## src/rtl/win_overlay_reader.sv

```systemverilog
// Win-image overlay reader: maps the scan position into a centred 256x256 ROM
// window, realigns ROM data over a fixed 3-cycle pipeline and runs a top-down reveal.
module win_overlay_reader #(
   parameter int          X0        = 192,
   parameter int          Y0        = 112,
   parameter int          WIPE_STEP = 8,
   parameter logic [11:0] KEY_COLOR = 12'h000
) (
   input  logic        clk,
   input  logic        rst,
   input  logic        show,
   input  logic        frame_start,
   input  logic        video_on,
   input  logic [9:0]  pix_x,
   input  logic [9:0]  pix_y,
   output logic [15:0] rom_addr,
   input  logic [11:0] rom_rgb,
   output logic [11:0] pix_rgb,
   output logic        pix_valid,
   output logic        busy,
   output logic        done
);

   typedef enum logic [1:0] {IDLE, WIPE, SHOW} state_t;

   localparam logic [9:0] X0_L   = 10'(X0);
   localparam logic [9:0] Y0_L   = 10'(Y0);
   localparam logic [9:0] STEP_L = 10'(WIPE_STEP);

   state_t      state, state_n;
   logic [8:0]  reveal, reveal_n;
   logic [9:0]  rev_sum;
   logic [9:0]  dxw, dyw;
   logic [7:0]  dx, dy;
   logic        in_win, hit, pix_ok;
   logic [2:1]  vld_pipe;

   assign dxw = pix_x - X0_L;
   assign dyw = pix_y - Y0_L;
   assign dx  = dxw[7:0];
   assign dy  = dyw[7:0];

   // 11-bit compares keep the upper bound from wrapping for any window origin
   assign in_win = video_on &&
                   ({1'b0, pix_x} >= {1'b0, X0_L}) && ({1'b0, pix_x} <= {1'b0, X0_L} + 11'd255) &&
                   ({1'b0, pix_y} >= {1'b0, Y0_L}) && ({1'b0, pix_y} <= {1'b0, Y0_L} + 11'd255);

   assign hit    = in_win && (state != IDLE) && ((state == SHOW) || ({1'b0, dy} < reveal));
   assign pix_ok = vld_pipe[2] && (rom_rgb != KEY_COLOR);

   assign rev_sum = {1'b0, reveal} + STEP_L;

   always_comb begin
      state_n  = state;
      reveal_n = reveal;
      case (state)
         IDLE: begin
            reveal_n = 9'd0;
            if (show) state_n = WIPE;
         end
         WIPE: begin
            // dropping show wins over a coincident frame_start
            if (!show) begin
               state_n  = IDLE;
               reveal_n = 9'd0;
            end else if (frame_start) begin
               reveal_n = (rev_sum >= 10'd256) ? 9'd256 : rev_sum[8:0];
               if (reveal_n == 9'd256) state_n = SHOW;
            end
         end
         SHOW: begin
            reveal_n = 9'd256;
            if (!show) begin
               state_n  = IDLE;
               reveal_n = 9'd0;
            end
         end
         default: begin
            state_n  = IDLE;
            reveal_n = 9'd0;
         end
      endcase
   end

   always_ff @(posedge clk) begin
      if (rst) begin
         state     <= IDLE;
         reveal    <= 9'd0;
         busy      <= 1'b0;
         done      <= 1'b0;
         rom_addr  <= 16'h0000;
         vld_pipe  <= '0;
         pix_valid <= 1'b0;
         pix_rgb   <= 12'h000;
      end else begin
         state     <= state_n;
         reveal    <= reveal_n;
         busy      <= (state_n == WIPE);
         done      <= (state_n == SHOW);
         rom_addr  <= hit ? {dy, dx} : 16'h0000;
         vld_pipe  <= {vld_pipe[1], hit};
         pix_valid <= pix_ok;
         pix_rgb   <= pix_ok ? rom_rgb : 12'h000;
      end
   end

endmodule

```

## config.mk

```make
export PLATFORM = sky130hd
export DESIGN_NAME = win_overlay_reader
export DESIGN_NICKNAME = d
export VERILOG_FILES = /design/src/rtl/win_overlay_reader.sv
export SDC_FILE = /design/constraint.sdc
export NUM_CORES = 1
export LEC_CHECK = 0
export CAP_MARGIN = 20
export CORE_ASPECT_RATIO = 1.4
export CORE_MARGIN = 4
export CORE_UTILIZATION = 45
export DETAILED_ROUTE_END_ITERATION = 6
export GPL_ROUTABILITY_DRIVEN = 1
export PLACE_DENSITY_LB_ADDON = 0.1
export SYNTH_ARGS = -nofsm -noshare
export SYNTH_HDL_FRONTEND = slang
export SYNTH_SLANG_ARGS = --single-unit
export TNS_END_PERCENT = 5
```

## constraint.sdc

```tcl
create_clock -name clk -period 2.6 [get_ports clk]
set_clock_uncertainty 0.05 [all_clocks]
set_input_delay 0.26 -clock clk [delete_from_list [all_inputs] [get_ports clk]]
set_output_delay 0.26 -clock clk [all_outputs]
set_load 0.01 [all_outputs]
```

==> qor.txt <==
R2r setup slk: 0.52 ns
Io pins: 68
Input/output buffers: 67
Metal2 WL: 2560 um
Top Layer Used: met4
Worst-path clk slew: 0.08 ns
Number of DRC markers in iteration 0: 65
Crit end category: flip-flop
Max-slew violations: 0
Min setup slack post-route: 0.326 ns
Avg WL per Cell: 14.2 um
Placed inst area: 2800 um2
Most used DFF post-synth: dfxtp_1
Core box area: 4310 um2
First-pass GRT wire length: 7820 um
Worst Hold Launch: reveal[0]
Placed Cells: 338
Max Fclk: 440 MHz
Postcts setup bufs: 0
Die area: 5660 um2
Tmin final: 2.27 ns
Avg Inst Size Synth: 9.65 um2
Num CTS Buffers: 5
Final HPWL DP: 3870 um
Smallest hold slack: 0.389 ns
Tot GR Track Use: 0.176
Period utilisation layout: 0.874
Routed wl met3: 252 um
Post-Place Worst Slack: 0.0598 ns
Initial antenna violation count: 0
Std-Cell Rows: 28
Unrepaired setup endpoints after global routing: false
CTS H-tree depth: 2
Synth top area cells: dfxtp_1 43%, ha_1 9.9%, a211oi_2 6.2%
Crit. Startpoint: pix_y[4]
Pwr Total: 1.37 mW
Sink Count: 44
Final core utilization: 0.677
Grt ovf: 0
Die height: 87.4 um
Sequential share of the synthesized area: 0.435
Vias: 1775
Peak supply drop: 0.293 mV
Worst hold stages: 2
Max-slew headroom: 0.546
Share of layout cells above drive strength 1: 0.0979
Startpoint type of the worst setup path: input pin
Pwr per Cell Area: 469 nW/um2
Root buffer selected by CTS: clkbuf_8
Number of flops mapped to enable cells by yosys: 0
Drt first pass iters: 4
Syn Nets: 263
Outcome: finished clean
Cell leakage power: 1.07 nW
Max-cap violations: 0
Mapped Area: 2030 um2
Finished Layout Cells: 346
Largest net degree at the start of global routing: 18
Syn Inst Count: 210
Antenna Nets Post-Route: 0
Worst hold path class: reg2reg
Worst r2r path cells: 7
Die Width: 64.7 um
Via density: 5.13
Post-synth top area cell: dfxtp_1
Metal-1 WL: 2040 um
CP Data Required Time: 2.75 ns
Hold EP: reveal[0]
DR DRC count: 0
CTS tree: built
Hold Vio Cnt, Final: 0
Worst-Margin Slew: 0.681 ns
Vias in the first global route: 1687
CTS Hold Buffers Added: 0
Post-synth ARST share: 0
Worst skew pair latency: 0.29 ns
Yosys warns: 0
Layout area overhead: 43.8%
GPL Wtd Cong: 0.854
Post-CTS sizing: 0
Starting Density: 0.470
Fillers: 380
#FFs+latches synth: 44
Setup TNS Final: 0 ns
Reg2reg start: reveal[4]
Diodes inserted: 0
Top-area cell type share of the netlist area: 0.435
Yosys cell types: 44
Final setup viols: 0
Critical Path Fanout Max: 17
CTS max path bufs: 2
Worst R2R End: rom_addr[1]
Critical setup path kind: in2reg
Final Instance Area: 2920 um2
Routed wire length: 4900 um
Nets@finish: 338
WP data arrival: 2.43 ns
worst max-delay path by stage:
stage,end,slack [ns],cells past startpoint
after floorplan,rom_addr[10],0.46,7
after global placement,rom_addr[2],0.16,9
after detailed placement,rom_addr[1],0.06,9
after CTS,rom_addr[1],0.34,9
after global routing,rom_addr[3],0.01,9
final,rom_addr[1],0.33,9
cell type report:
type,count,area [um2],area share
Clock buffer,6,72.6,0.0249
Clock inverter,2,35.0,0.0120
Inverter,28,105,0.0361
Multi-Input combinational cell,133,1020,0.349
Sequential cell,44,881,0.302
Tap cell,60,75.1,0.0258
Timing Repair Buffer,73,728,0.250
state kept, by name (all words and copies together), names as in the netlist:
| name | flops |
|---|---|
| rom_addr | 16 |
| busy | 1 |
| reveal | 9 |
| pix_rgb | 12 |
| state | 2 |
| done | 1 |
| vld_pipe | 2 |
| pix_valid | 1 |
cells by family after synthesis:
kind of cell | Yosys count | synth area share
AO/OA/AOI/OAI | 58 | 0.228
XOR/XNOR | 2 | 0.00864
adder cells (fa/ha/maj) | 16 | 0.0988
buffers and inverters | 33 | 0.0661
flip-flops | 44 | 0.435
AND/OR/NAND/NOR | 57 | 0.164
cells in the final DEF (no fill, tap or decap), types with 2 or more instances in the layout:
cell type and count:
nand4_1 2, clkdlybuf4s50_1 67, and2_1 14, a21oi_1 7, nor2b_1 2, a2111oi_0 2, o211ai_1 4, a31oi_1 3
a211oi_1 11, dfxtp_1 44, a21o_1 2, nand2_1 8, nor3_1 2, buf_4 5, nand3_1 8, ha_1 16
a211oi_2 10, o221ai_1 2, o21ai_1 6, nor2_1 9, nor4_1 3, inv_1 27, and3_1 2, clkbuf_8 5
power by group:
group	internal, mW	leakage, nW	switching, mW	total (mW)
sequential	0.677	0.355	0.00285	0.680
clock	0.285	0.0552	0.218	0.503
combinational	0.0955	0.660	0.0893	0.185
synthesized netlist by cell type (all sizes together), types with 2 or more instances:
cell type / n
nor4: 4
inv: 28
a31oi: 3
nor3: 2
o211ai: 4
nand3: 9
ha: 16
and3: 2
dfxtp: 44
buf: 3
nand2: 8
o21ai: 7
a21oi: 7
nor2b: 2
nor2: 9
a311oi: 2
o221ai: 2
clkbuf: 2
a21o: 2
and2: 14
a211oi: 21
a2111oi: 2
nand4: 2
worst max-delay path: stages:
cell	delay, ns
clkdlybuf4s50_1	0.48
inv_1	0.06
ha_1	0.30
inv_1	0.06
ha_1	0.29
a2111oi_0	0.37
o21ai_1	0.12
buf_4	0.23
a211oi_1	0.25
per-layer routing:
layer  vias up  GRT usage
met3         4     0.0439
li1        906          -
met5         -          0
met1       825      0.198
met4         0     0.0519
met2        40      0.324
Power figures use the tool's default switching activity.
